$ cat config.mk
export PLATFORM = sky130hd
export DESIGN_NAME = ahbl_cmd_arbiter
export DESIGN_NICKNAME = d
export VERILOG_FILES = /design/src/rtl/ahbl_arb_pkg.sv /design/src/rtl/ahbl_rr_arb2.sv /design/src/rtl/ahbl_cmd_arbiter.sv
export SDC_FILE = /design/constraint.sdc
export NUM_CORES = 1
export LEC_CHECK = 0
export ABC_AREA = 1
export BUFFER_PORTS_ARGS = -buffer_cell sky130_fd_sc_hd__buf_2
export CAP_MARGIN = 20
export CORE_MARGIN = 10
export CORE_UTILIZATION = 52
export CTS_CLUSTER_SIZE = 10
export DETAILED_ROUTE_END_ITERATION = 8
export PLACE_DENSITY_LB_ADDON = 0.12
export SLEW_MARGIN = 5
export SYNTH_ARGS = -nofsm -noshare
export SYNTH_HDL_FRONTEND = slang
export SYNTH_SLANG_ARGS = --single-unit
$ cat constraint.sdc
create_clock -name HCLK -period 3.2 [get_ports HCLK]
set_clock_uncertainty 0.15 [all_clocks]
set_input_delay 0.64 -clock HCLK [delete_from_list [all_inputs] [get_ports HCLK]]
set_output_delay 0.64 -clock HCLK [all_outputs]
set_load 0.01 [all_outputs]
$ cat src/rtl/ahbl_arb_pkg.sv
// ---------------------------------------------------------------------------
// ahbl_arb_pkg
// Shared definitions for the two-requester AHB-Lite command arbiter:
//   - HTRANS / HBURST / HPROT encodings driven on the bus
//   - FSM state type and state constants
//   - latched command record and the command legality check
// ---------------------------------------------------------------------------
package ahbl_arb_pkg;

   localparam logic [1:0] HTRANS_IDLE   = 2'b00;
   localparam logic [1:0] HTRANS_NONSEQ = 2'b10;
   localparam logic [2:0] HBURST_SINGLE = 3'b000;
   localparam logic [3:0] HPROT_DEFAULT = 4'b0011;

   typedef logic [1:0] state_t;
   localparam state_t ST_IDLE = 2'd0;
   localparam state_t ST_ADDR = 2'd1;
   localparam state_t ST_DATA = 2'd2;
   localparam state_t ST_RESP = 2'd3;

   typedef struct packed {
      logic        write;
      logic        lock;
      logic [2:0]  size;
      logic [31:0] addr;
      logic [31:0] wdata;
   } cmd_t;

   // Byte, halfword and word only; halfword/word must be naturally aligned.
   function automatic logic cmd_legal(input logic [2:0] size, input logic [1:0] addr_lsb);
      logic ok;
      case (size)
         3'b000:  ok = 1'b1;
         3'b001:  ok = ~addr_lsb[0];
         3'b010:  ok = (addr_lsb == 2'b00);
         default: ok = 1'b0;
      endcase
      return ok;
   endfunction

endpackage

$ cat src/rtl/ahbl_rr_arb2.sv
// ---------------------------------------------------------------------------
// ahbl_rr_arb2
// Two-way grant selection with optional round-robin and bus-lock holding.
//   clk, rst   : clock, synchronous active-high reset
//   enable     : owner FSM can accept a command this cycle
//   req        : per-requester command valid
//   lock_req   : per-requester lock bit of the offered command
//   grant      : one-hot grant (zero when nothing is eligible)
//   grant_idx  : index of the granted requester (0 when no grant)
// ---------------------------------------------------------------------------
module ahbl_rr_arb2
   import ahbl_arb_pkg::*;
#(
   parameter bit RR = 1'b1
) (
   input  logic       clk,
   input  logic       rst,
   input  logic       enable,
   input  logic [1:0] req,
   input  logic [1:0] lock_req,
   output logic [1:0] grant,
   output logic       grant_idx
);

   logic       rr_prio;      // requester that wins a tie next time
   logic       lock_active;
   logic       lock_owner;
   logic [1:0] eligible;

   always_comb begin
      // NOTE: every output of this block gets a value before any branch, so no latch is inferred.
      eligible  = req;
      grant     = 2'b00;
      grant_idx = 1'b0;
      if (lock_active) begin
         eligible = lock_owner ? (req & 2'b10) : (req & 2'b01);
      end
      if (enable) begin
         case (eligible)
            2'b01: grant_idx = 1'b0;
            2'b10: grant_idx = 1'b1;
            2'b11: grant_idx = RR ? rr_prio : 1'b0;
            default: grant_idx = 1'b0;
         endcase
         if (eligible != 2'b00) begin
            grant = grant_idx ? 2'b10 : 2'b01;
         end
      end
   end

   // A locked grant is released by the owner's next accepted command without lock.
   always_ff @(posedge clk) begin
      // NOTE: state registers use non-blocking assignments so all flops update together at the edge.
      if (rst) begin
         rr_prio     <= 1'b0;
         lock_active <= 1'b0;
         lock_owner  <= 1'b0;
      end else if (grant != 2'b00) begin
         rr_prio     <= ~grant_idx;
         lock_active <= lock_req[grant_idx];
         lock_owner  <= grant_idx;
      end
   end

endmodule

$ cat src/rtl/ahbl_cmd_arbiter.sv
// ---------------------------------------------------------------------------
// ahbl_cmd_arbiter
// Arbitrates two command requesters onto one AHB-Lite master port, runs a
// single non-pipelined transfer per command and returns a one-cycle response.
// Parameters:
//   TIMEOUT_CYCLES : consecutive HREADY=0 data-phase cycles before the TIMEOUT
//                    flag sets (0 disables); not named TIMEOUT because that
//                    identifier is the flag output
//   RR             : 1 = round-robin, 0 = fixed priority (requester 0 first)
// Ports:
//   HCLK, HRESET                 : clock, synchronous active-high reset
//   CMD_VALID/READY/WRITE/LOCK   : per-requester command handshake and flags
//   CMD_SIZE/ADDR/WDATA          : packed per-requester fields (req 1 upper)
//   RSP_VALID/RDATA/ERR          : one-cycle response to the owning requester
//   H*                           : AHB-Lite master interface
//   BUSY                         : FSM not idle
//   TIMEOUT                      : sticky wait-state timeout flag
// ---------------------------------------------------------------------------
module ahbl_cmd_arbiter
   import ahbl_arb_pkg::*;
#(
   parameter int unsigned TIMEOUT_CYCLES = 256,
   parameter bit          RR             = 1'b1
) (
   input  logic        HCLK,
   input  logic        HRESET,
   input  logic [1:0]  CMD_VALID,
   output logic [1:0]  CMD_READY,
   input  logic [1:0]  CMD_WRITE,
   input  logic [1:0]  CMD_LOCK,
   input  logic [5:0]  CMD_SIZE,
   input  logic [63:0] CMD_ADDR,
   input  logic [63:0] CMD_WDATA,
   output logic [1:0]  RSP_VALID,
   output logic [31:0] RSP_RDATA,
   output logic        RSP_ERR,
   output logic [31:0] HADDR,
   output logic [1:0]  HTRANS,
   output logic        HWRITE,
   output logic [2:0]  HSIZE,
   output logic [2:0]  HBURST,
   output logic [3:0]  HPROT,
   output logic        HMASTLOCK,
   output logic [31:0] HWDATA,
   input  logic [31:0] HRDATA,
   input  logic        HREADY,
   input  logic        HRESP,
   output logic        BUSY,
   output logic        TIMEOUT
);

   localparam int CW = (TIMEOUT_CYCLES > 0) ? $clog2(TIMEOUT_CYCLES + 1) : 1;

   state_t         state, state_nxt;
   cmd_t           cmd_q, sel_cmd;
   logic           owner_q;
   logic [31:0]    hwdata_q, rsp_rdata_q;
   logic           rsp_err_q, timeout_q;
   logic [CW-1:0]  wait_cnt;
   logic [1:0]     grant;
   logic           grant_idx, accept, sel_legal;

   ahbl_rr_arb2 #(.RR(RR)) u_arb (
      .clk       (HCLK),
      .rst       (HRESET),
      .enable    (state == ST_IDLE && !HRESET),
      .req       (CMD_VALID),
      .lock_req  (CMD_LOCK),
      .grant     (grant),
      .grant_idx (grant_idx)
   );

   assign accept = (grant != 2'b00);

   always_comb begin
      sel_cmd.write = CMD_WRITE[grant_idx];
      sel_cmd.lock  = CMD_LOCK[grant_idx];
      sel_cmd.size  = grant_idx ? CMD_SIZE[5:3]    : CMD_SIZE[2:0];
      sel_cmd.addr  = grant_idx ? CMD_ADDR[63:32]  : CMD_ADDR[31:0];
      sel_cmd.wdata = grant_idx ? CMD_WDATA[63:32] : CMD_WDATA[31:0];
      sel_legal     = cmd_legal(sel_cmd.size, sel_cmd.addr[1:0]);
   end

   // Illegal commands skip the bus entirely and answer with an error.
   always_comb begin
      state_nxt = state;
      case (state)
         ST_IDLE: if (accept) state_nxt = sel_legal ? ST_ADDR : ST_RESP;
         ST_ADDR: if (HREADY) state_nxt = ST_DATA;
         ST_DATA: if (HREADY) state_nxt = ST_RESP;
         default: state_nxt = ST_IDLE;
      endcase
   end

   always_ff @(posedge HCLK) begin
      if (HRESET) begin
         state       <= ST_IDLE;
         cmd_q       <= '0;
         owner_q     <= 1'b0;
         hwdata_q    <= '0;
         rsp_rdata_q <= '0;
         rsp_err_q   <= 1'b0;
         wait_cnt    <= '0;
         timeout_q   <= 1'b0;
      end else begin
         state <= state_nxt;

         if (accept) begin
            cmd_q   <= sel_cmd;
            owner_q <= grant_idx;
            if (!sel_legal) begin
               rsp_rdata_q <= '0;
               rsp_err_q   <= 1'b1;
            end
         end

         // Write data follows the address phase into the data phase and is held afterwards.
         if (state == ST_ADDR && HREADY) begin
            hwdata_q <= cmd_q.wdata;
         end

         // HRESP is only meaningful on the completing (HREADY=1) cycle.
         if (state == ST_DATA && HREADY) begin
            rsp_rdata_q <= cmd_q.write ? '0 : HRDATA;
            rsp_err_q   <= HRESP;
         end

         // Saturating wait counter; the flag sets on the edge that reaches the limit.
         if (state == ST_DATA && !HREADY) begin
            if (wait_cnt != CW'(TIMEOUT_CYCLES)) begin
               wait_cnt <= wait_cnt + 1'b1;
            end
            if (TIMEOUT_CYCLES != 0 && wait_cnt == CW'(TIMEOUT_CYCLES - 1)) begin
               timeout_q <= 1'b1;
            end
         end else begin
            wait_cnt <= '0;
         end
      end
   end

   assign CMD_READY = grant;
   assign RSP_VALID = (state == ST_RESP) ? (owner_q ? 2'b10 : 2'b01) : 2'b00;
   assign RSP_RDATA = rsp_rdata_q;
   assign RSP_ERR   = rsp_err_q;
   assign HADDR     = cmd_q.addr;
   assign HWRITE    = cmd_q.write;
   assign HSIZE     = cmd_q.size;
   assign HTRANS    = (state == ST_ADDR) ? HTRANS_NONSEQ : HTRANS_IDLE;
   assign HMASTLOCK = (state == ST_ADDR) && cmd_q.lock;
   assign HBURST    = HBURST_SINGLE;
   assign HPROT     = HPROT_DEFAULT;
   assign HWDATA    = hwdata_q;
   assign BUSY      = (state != ST_IDLE);
   assign TIMEOUT   = timeout_q;

endmodule

==> run metrics, run 1 <==
leak pwr 4.51 nW; Post-Route WL 20200 um; routed len/inst 15.0 um; clk_lat worst skew 0.41 ns; reg-to-reg startpoint state[0]; core footprint between 10000 and 15000 sq um; Max FO, Critical Path 33; Tot Pwr 5.97 mW; Worst Hold Depth 2; fin nets 1340; fraction of the cycle the final worst path needs between 80% and 90%; Longest Clk Path Bufs 2; drc violations 0; number of core rows 42; Area Growth Syn to Fin 24.3%; Post-synth EDFFs 0; Largest stage delay, worst path 0.54 ns; H-tree depth 4; IO Pins between 200 and 300; Hold Buf Count CTS 0; 1st-iter DRT viols 340; YS warnings 0; Num CTS Buffers 17; status complete, no violations; Place WS -0.240 ns; first-pass GRT wire length 31200 um; cell at the slowest stage of the critical path clkinv_2; number of global-route vias before repair 6123; Total GRT Usage 21.0%; Via Count 6432; nature of the critical path endpoint register; sequential-to-total area share from yosys stat 42.3%; Post-Synthesis Cells approximately 930; Crit path max-delay family simple AND/OR/NAND/NOR gates; worst hold start RSP_ERR; Starting Density 52.9%; Die H 136 um; CP dominant cell by count inv_1; Yosys reg bits 148; router iterations before antenna repair 4; slew of the pin with the lowest slew margin 1.02 ns; MaxCap Viol Count 0; setup bufs post-CTS 0; PostCTS Resize Cnt 1; Post-synth top flop dfxtp_1; worst reg2reg endpoint RSP_ERR; clock tree root buffer cell clkbuf_16; Final Max Slew Viols 0; Power Density 686 nW/um^2; DIE AREA 18500 sq um; DIE WIDTH around 140 um; type of origin of the critical path register; Tmin final 2.86 ns; cell taking the most area after synthesis dfxtp_1; Final Hold Viols 0; Filler Cell Count between 1000 and 1500; Routed Antenna Nets 0; Crit path required time 3.36 ns; Worst-path clk slew 0.06 ns; reg2reg path depth 10; vias per cell 4.78; fmax between 0.3 and 0.4 GHz; setup ws final 0.336 ns; Synth cell types 35; worst setup path category register to register; Final GP Congestion 0.927; Worst Path Buf+Inv 3; CTS tree done; Worst EP arrival 3.02 ns; final setup fails 0; largest net degree at the start of global routing 105; RSZ-0062 raised after global routing false; VDD IR max 0.000345 V; Worst Hold Class register to register; Sink Count 148; Post-Syn Area between 7000 and 8000 sq um; FF-to-FF setup slack between 0.3 and 0.4 ns; Hold Path End RSP_ERR; Post-synth ARST share 0%; share of cells above drive strength 1 about a third; initial antenna violation count 3; GRT Residual Overflow 0; worst-path cell chain inv_1 -> ha_1 -> nand2_4 -> nor2_1 -> nor2_4 -> clkinv_2 -> nand2_8 -> nand2_1 -> o21ai_1 -> inv_1; Port Buf Inserts 284; relative slew slack 32.1%; post-DP HPWL ~15000 um; setup TNS 0 ns; Synth area leaders dfxtp_1 (42%), nand2_1 (13%), inv_1 (5.6%); post-synthesis area per instance around 7.5 sq um; Yosys top cell area share 42.3%
==> routing by layer <==
layer  up-vias  share of wire [%]  track usage (%)
met5         -                  0                0
met4         0                1.6             6.86
met3        19                8.8             7.42
met2       216                 48             34.7
met1      2829                 42             24.8
li1       3368                  -                -
==> cells in the mapped netlist, types with 2 or more instances <==
cell type,instances
buf_2,19
nand3_2,32
nor2_1,74
buf_4,47
buf_1,7
buf_12,3
a21oi_1,13
nand2_2,2
conb_1,2
nor2_2,2
nand2_1,239
o211ai_1,48
nand3_1,72
o21ai_1,3
dfxtp_1,148
ha_1,7
a21oi_2,31
inv_2,4
inv_1,104
clkbuf_1,22
o21ai_0,38
nor3_1,3
==> flip-flops by register name (all words and copies together), names as in the netlist, 2 cells and up <==
name / count
state: 2
wait_cnt: 9
HSIZE: 3
HWDATA: 32
RSP_RDATA: 32
cmd_q: 33
HADDR: 32
==> metrics by stage <==
step	utilization (%)	instances	hold slack, ns	cell area [sq um]
floorplan	-	939	0.304	7030
global placement	61.7	1314	0.299	8180
detailed placement	61.7	1314	0.302	8180
CTS	65.7	1343	0.309	8690
global route	65.7	1344	0.333	8700
finish	65.7	1346	0.312	8700
==> worst register-to-register path, cell delays in order, from the launching register on <==
cell,delay (ns)
dfxtp_1,0.35
inv_1,0.08
ha_1,0.27
nand2_4,0.10
nor2_1,0.08
nor2_4,0.46
clkinv_2,0.54
nand2_8,0.46
nand2_1,0.10
o21ai_1,0.13
inv_1,0.05
==> cell usage in the layout (no fill, tap or decap), types with 2 or more instances in the layout <==
cell	synthesis	layout
a21oi_1	13	13
a21oi_2	31	31
buf_12	3	2
buf_2	19	284
buf_4	47	12
clkbuf_1	22	4
clkbuf_16	0	17
clkinv_2	0	7
conb_1	2	8
dfxtp_1	148	148
diode_2	0	3
ha_1	7	7
inv_1	104	104
inv_2	4	3
nand2_1	239	238
nand2_2	2	3
nand3_1	72	72
nand3_2	32	32
nor2_1	74	73
nor2_2	2	2
nor3_1	3	3
o211ai_1	48	48
o21ai_0	38	38
o21ai_1	3	3
==> worst max-delay path by stage <==
stage	start	end	slack, ns	cells after the start
after floorplan	HRESET	CMD_READY[0]	0.84	7
after global placement	HRESET	RSP_ERR	-0.22	10
after detailed placement	HRESET	RSP_ERR	-0.24	10
after CTS	state[0]	RSP_ERR	0.27	10
after global routing	state[1]	RSP_ERR	0.002	10
final	state[0]	RSP_ERR	0.34	10
==> area by class of cell <==
cell class / instances / area, sq um / area share, %
well taps: 176 / 220 / 2.53
multi-input cells: 583 / 3030 / 34.9
clock inverters: 7 / 60.1 / 0.690
flip-flops and latches: 148 / 2960 / 34.0
inverters: 109 / 413 / 4.74
clock buffers: 22 / 454 / 5.22
repair buffers: 298 / 1550 / 17.8
diodes: 3 / 7.51 / 0.0863
==> kinds of logic after synthesis <==
kind of cell / Yosys count / share of synthesized area (%)
other cells: 2 / 0.107
compound gates: 137 / 13.3
fa+ha+maj: 7 / 1.25
buf+inv: 208 / 14.8
simple gates: 431 / 28.2
flops: 148 / 42.3
==> power by group <==
part,internal (mW),switching (mW),leakage (nW)
logic,0.683,1.12,3.05
clock network,1.07,0.694,0.259
registers,2.21,0.193,1.21
total,3.96,2.01,4.51
No activity file was read; power rests on OpenSTA's default activity.
==> run 2, diff against run 1 <==
--- a/config.mk
+++ b/config.mk
@@ -12,7 +12,7 @@
 export CORE_UTILIZATION = 52
 export CTS_CLUSTER_SIZE = 10
 export DETAILED_ROUTE_END_ITERATION = 8
-export PLACE_DENSITY_LB_ADDON = 0.12
+export PLACE_DENSITY = 0.86
 export SLEW_MARGIN = 5
 export SYNTH_ARGS = -nofsm -noshare
 export SYNTH_HDL_FRONTEND = slang
==> run metrics, run 2 (synthesized netlist as in run 1, its figures left out) <==
worst-path cell chain inv_1 -> ha_1 -> nand2_4 -> inv_2 -> nand3_2 -> inv_2 -> buf_2; VDD IR max 0.000359 V (+4.1%); Tot Pwr 6.14 mW (+2.8%); Largest Register cmd_q; drc violations 0 (unchanged); Longest Clk Path Bufs 2 (unchanged); Final Max Slew Viols 0 (unchanged); clk_lat worst skew 0.42 ns (about the same); cell at the slowest stage of the critical path inv_2; IO Pins 293 (unchanged); worst reg2reg endpoint RSP_ERR; vias per cell 4.92 (+3.0%); router iterations before antenna repair 7 (+3); Final Hold Viols 0 (unchanged); worst hold start HRDATA[31]; Worst-path clk slew 0.06 ns (about the same); initial antenna violation count 0 (-3); commonest non-fill, non-tap cell in the layout buf_2; Num CTS Buffers 17 (unchanged); Final Hold Slack 0.318 ns (+0.00623 ns); Place WS 0.257 ns (+0.497 ns); Starting Density 52.9% (unchanged); Placed Cells incl. Taps 1313 (-0.076%); GRT Residual Overflow 0 (unchanged); relative slew slack 32.0% (-0.15 points); number of global-route vias before repair 6417 (+4.8%); number of core rows 42 (unchanged); nature of the critical path endpoint output port; Port Buf Inserts 284 (unchanged); Finished Cell Area 8730 sq um (+0.27%); Filler Cell Count 1131 (-8.1%); DIE AREA 18500 sq um (unchanged); setup ws final 0.392 ns (+0.0557 ns); H-tree depth 4 (unchanged); Final Core Density 65.9% (+0.18 points); routed len/inst 15.5 um (+2.9%); reg-to-reg startpoint state[1]; MaxCap Viol Count 0 (unchanged); fraction of the cycle the final worst path needs 87.8% (-1.7 points); Sink Count 148 (unchanged); Final GP Congestion 0.899 (-3.0%); Worst Hold Depth 3 (+1); area post-placement 8150 sq um (-0.26%); Die H 136 um (unchanged); post-DP HPWL 15500 um (+2.4%); Crit path required time 2.41 ns (-0.95 ns); core footprint 13200 sq um (unchanged); Hold Path End RSP_RDATA[31]; Worst Path Buf+Inv 4 (+1); setup TNS 0 ns (unchanged); Crit path max-delay family buffers and inverters; fin nets 1339 (-0.075%); Tmin final 2.81 ns (-0.0557 ns); fmax 0.356 GHz (+2.0%); slew of the pin with the lowest slew margin 1.02 ns (+0.00224 ns); type of origin of the critical path register; Area Growth Syn to Fin 24.6%; clock tree root buffer cell clkbuf_16; reg2reg path depth 10 (unchanged); 1st-iter DRT viols 442 (+30%); Worst Hold Class primary input to register; DIE WIDTH 136 um (unchanged); Power Density 703 nW/um^2 (+2.5%); CTS tree done; share of cells above drive strength 1 34.4% (about the same); Total GRT Usage 21.1% (+0.15 points); final setup fails 0 (unchanged); first-pass GRT wire length 31500 um (+0.75%); Post-Route WL 20800 um (+2.6%); leak pwr 4.53 nW (+0.32%); Max FO, Critical Path 24 (-27%); status complete, no violations; final cell count without fillers 1342 (-0.30%); Routed Antenna Nets 0 (unchanged); Via Count 6606 (+2.7%); FF-to-FF setup slack 0.64 ns (+0.30 ns); CP dominant cell by count inv_2; worst setup path category register to output port; most frequent cells in the layout buf_2 (284), nand2_1 (238), dfxtp_1 (148); worst setup path startpoint state[0]; max reg flops 33 (unchanged); Worst EP arrival 2.02 ns (-1.00 ns); ANT cells 0 (-3); Largest stage delay, worst path 0.36 ns (-0.18 ns); RSZ-0062 raised after global routing false; largest net degree at the start of global routing 105 (unchanged)
-- run 2: worst min-delay path, cell delays in order --
cell	delay, ns
buf_2	0.09
nand2_1	0.05
a21oi_1	0.06
-- run 2: what timing repair did --
action	in CTS	in global routing
hold buffers	0	0
resized for setup	0	1
endpoints found under the setup margin	0	1
setup buffers	0	0
-- run 2: final cells by class --
class / count / area [sq um] / area share (%)
repair buffers: 297 / 1530 / 17.6
clock inverters: 5 / 75.1 / 0.860
clock buffers: 24 / 492 / 5.64
flip-flops and latches: 148 / 2960 / 34.0
inverters: 109 / 412 / 4.72
well taps: 176 / 220 / 2.52
multi-input cells: 583 / 3030 / 34.8
-- run 2: where the power goes --
part / internal, mW / leakage [nW] / switching, mW
clock network: 1.21 / 0.282 / 0.712
logic: 0.670 / 3.04 / 1.13
registers: 2.21 / 1.21 / 0.200
total: 4.09 / 4.53 / 2.05
-- run 2: worst max-delay path by stage --
stage / endpoint / slack (ns) / cells past startpoint
after floorplan: CMD_READY[0] / 0.84 / 7
after global placement: RSP_ERR / 0.24 / 10
after detailed placement: RSP_ERR / 0.26 / 10
after CTS: RSP_ERR / 0.26 / 10
after global routing: CMD_READY[1] / 0.26 / 7
final: CMD_READY[1] / 0.39 / 7
-- run 2: layer usage --
layer  up-vias  track usage [%]  part of all wire, %
li1       3365                -                    -
met1      2963             23.4                   39
met2       242             36.2                   50
met3        36             6.05                  7.8
met4         0             10.8                  2.9
met5         -                0                    0
==> run 3, diff against run 2 <==
--- a/config.mk
+++ b/config.mk
@@ -5,10 +5,9 @@
 export SDC_FILE = /design/constraint.sdc
 export NUM_CORES = 1
 export LEC_CHECK = 0
-export ABC_AREA = 1
+export ABC_AREA = 0
 export BUFFER_PORTS_ARGS = -buffer_cell sky130_fd_sc_hd__buf_2
 export CAP_MARGIN = 20
-export CORE_MARGIN = 10
 export CORE_UTILIZATION = 52
 export CTS_CLUSTER_SIZE = 10
 export DETAILED_ROUTE_END_ITERATION = 8
==> run metrics, run 3 <==
Synth area leaders dfxtp_1 (43%), nand2_1 (11%), a311oi_2 (9.3%); 1st-iter DRT viols 646 (+46%); area share of fa/ha/maj cells after synthesis 1.26% (+0.013 points); Worst Hold Class primary input to register; Worst-path clk slew 0.06 ns (about the same); ANT cells 0 (unchanged); core footprint 12800 sq um (-3.2%); Synth top cells by count nand2_1 (199), dfxtp_1 (148), nor2_1 (75), buf_4 (48), a311oi_2 (43); setup TNS 0 ns (unchanged); Total GRT Usage 28.8% (+7.7 points); Power Density 672 nW/um^2 (-4.5%); RSZ-0062 raised after global routing false; initial antenna violation count 0 (unchanged); routed len/inst 16.2 um (+5.1%); number of global-route vias before repair 6492 (+1.2%); setup ws final 0.469 ns (+0.0775 ns); sequential-to-total area share from yosys stat 42.7% (+0.43 points); worst setup path category register to output port; Synth Area in Compound Gates 22.2% (+8.9 points); Via Count 6653 (+0.71%); clock tree root buffer cell clkbuf_16; Port Buf Inserts 284 (unchanged); Filler Cell Count 1073 (-5.1%); vias per cell 5.48 (+11%); count leader, synth nand2_1; MaxCap Viol Count 0 (unchanged); Hold Buf Count CTS 0 (unchanged); slew of the pin with the lowest slew margin 0.677 ns (-0.343 ns); Yosys reg bits 148 (unchanged); fin nets 1213 (-9.4%); Post-Syn Area 6930 sq um (-1.0%); mux share of post-synthesis cell area 0.451% (+0.45 points); Starting Density 54.1% (+1.2 points); Final Hold Viols 0 (unchanged); drc violations 0 (unchanged); H-tree depth 4 (unchanged); router iterations before antenna repair 8 (+1); YS warnings 0 (unchanged); Post-synth ARST share 0% (unchanged); XOR/XNOR Fraction of Synth Area 0.884% (+0.88 points); type of origin of the critical path register; final setup fails 0 (unchanged); cell taking the most area after synthesis dfxtp_1; GRT Residual Overflow 0 (unchanged); Final Max Slew Viols 0 (unchanged); Simple-Gate Fraction of Synth Area 22.1% (-6.1 points); DIE AREA 13800 sq um (-25%); Routed Antenna Nets 0 (unchanged); Yosys top cell area share 42.7% (+0.43 points); area of the multi-input gates 3290 sq um (+8.4%); Area Growth Syn to Fin 24.7% (about the same); largest net degree at the start of global routing 97 (-7.6%); Die H 117 um (-14%); Post-Route WL 19700 um (-4.9%); Reg area 2960 sq um (unchanged); Largest Register cmd_q; Tmin final 2.73 ns (-0.0775 ns); setup bufs post-CTS 0 (unchanged); Tot Pwr 5.81 mW (-5.4%); Worst EP arrival 1.94 ns (-0.08 ns); Crit path required time 2.41 ns (about the same); IO Pins 293 (unchanged); DIE WIDTH 117 um (-14%); relative slew slack 54.8% (+23 points); Post-Synthesis Cells 810 (-13%); most frequent cells in the layout buf_2 (283), nand2_1 (199), dfxtp_1 (148); number of core rows 41 (-2.4%); first-pass GRT wire length 31900 um (+1.4%); clk_lat worst skew 0.42 ns (about the same); Post-synth EDFFs 0 (unchanged); PostCTS Resize Cnt 0 (unchanged); Sink Count 148 (unchanged); max reg flops 33 (unchanged); Synth cell types 43 (+23%); commonest non-fill, non-tap cell in the layout buf_2; fmax 0.366 GHz (+2.8%); post-synthesis area per instance 8.56 sq um (+14%); fraction of the cycle the final worst path needs 85.3% (-2.4 points); CTS tree done; Post-synth top flop dfxtp_1; Longest Clk Path Bufs 2 (unchanged); Num CTS Buffers 17 (unchanged); main combinational cell family by area after synthesis compound AO/OA/AOI/OAI gates; Place WS 0.635 ns (+0.377 ns); nature of the critical path endpoint output port; VDD IR max 0.000490 V (+36%); Final GP Congestion 0.854 (-5.0%); status complete, no violations; Max FO, Critical Path 8 (-67%); post-DP HPWL 13700 um (-12%); share of cells above drive strength 1 36.4% (+2.0 points); leak pwr 3.74 nW (-17%)
==> run 3: final timing paths <==
path / slack, ns / end / startpoint / depth (start not counted)
hold / removal: 0.28 / RSP_RDATA[20] / HRDATA[20] / 3
hold reg to reg: 0.30 / HWDATA[25] / cmd_q[25] / 2
setup reg to reg: 0.78 / cmd_q[22] / state[1] / 8
setup / recovery: 0.47 / CMD_READY[0] / state[1] / 5
==> run 3: worst max-delay path: stages, from the launching register on <==
cell	delay, ns
dfxtp_1	0.36
inv_1	0.11
ha_1	0.31
nand2b_1	0.20
a311oi_2	0.34
buf_2	0.20
==> run 3: final cells by class <==
type	instances	area share (%)
sequential	148	34.3
clock inverter	12	1.52
timing repair buffer	300	18.0
multi-input combinational	552	38.0
inverter	11	0.478
tap	172	2.49
clock buffer	20	5.17
==> run 3: per-layer routing <==
layer | track usage (%) | share of wire [%] | vias up
met5 | 0 | 0 | -
met2 | 49.3 | 50 | 312
met4 | 11.1 | 2.1 | 0
li1 | - | - | 3198
met1 | 34.6 | 40 | 3114
met3 | 7.46 | 8.1 | 29
==> run 3: power by group <==
group,switching [mW],internal (mW)
combinational,0.942,0.604
sequential,0.166,2.13
clock,0.796,1.17
==> run 3: stage by stage <==
step / hold slack, ns / util (%) / std cells / area (sq um)
5_1_grt: 0.273 / 67.4 / 1215 / 8640
6_report: 0.280 / 67.4 / 1215 / 8640
4_1_cts: 0.267 / 67.4 / 1215 / 8640
3_3_place_gp: 0.287 / 62.9 / 1183 / 8060
2_1_floorplan: 0.279 / - / 816 / 6960
3_5_place_dp: 0.293 / 62.9 / 1183 / 8060
==> run 3: cells by family (layout without fill, tap and decap cells) <==
family          count (synthesis)  count (layout)
flops                         148             148
xor+xnor                        7               7
compound gates                166             166
mux                             3               3
other cells                     2               8
buf+inv                       116             343
fa+ha+maj                       7               7
simple gates                  361             361
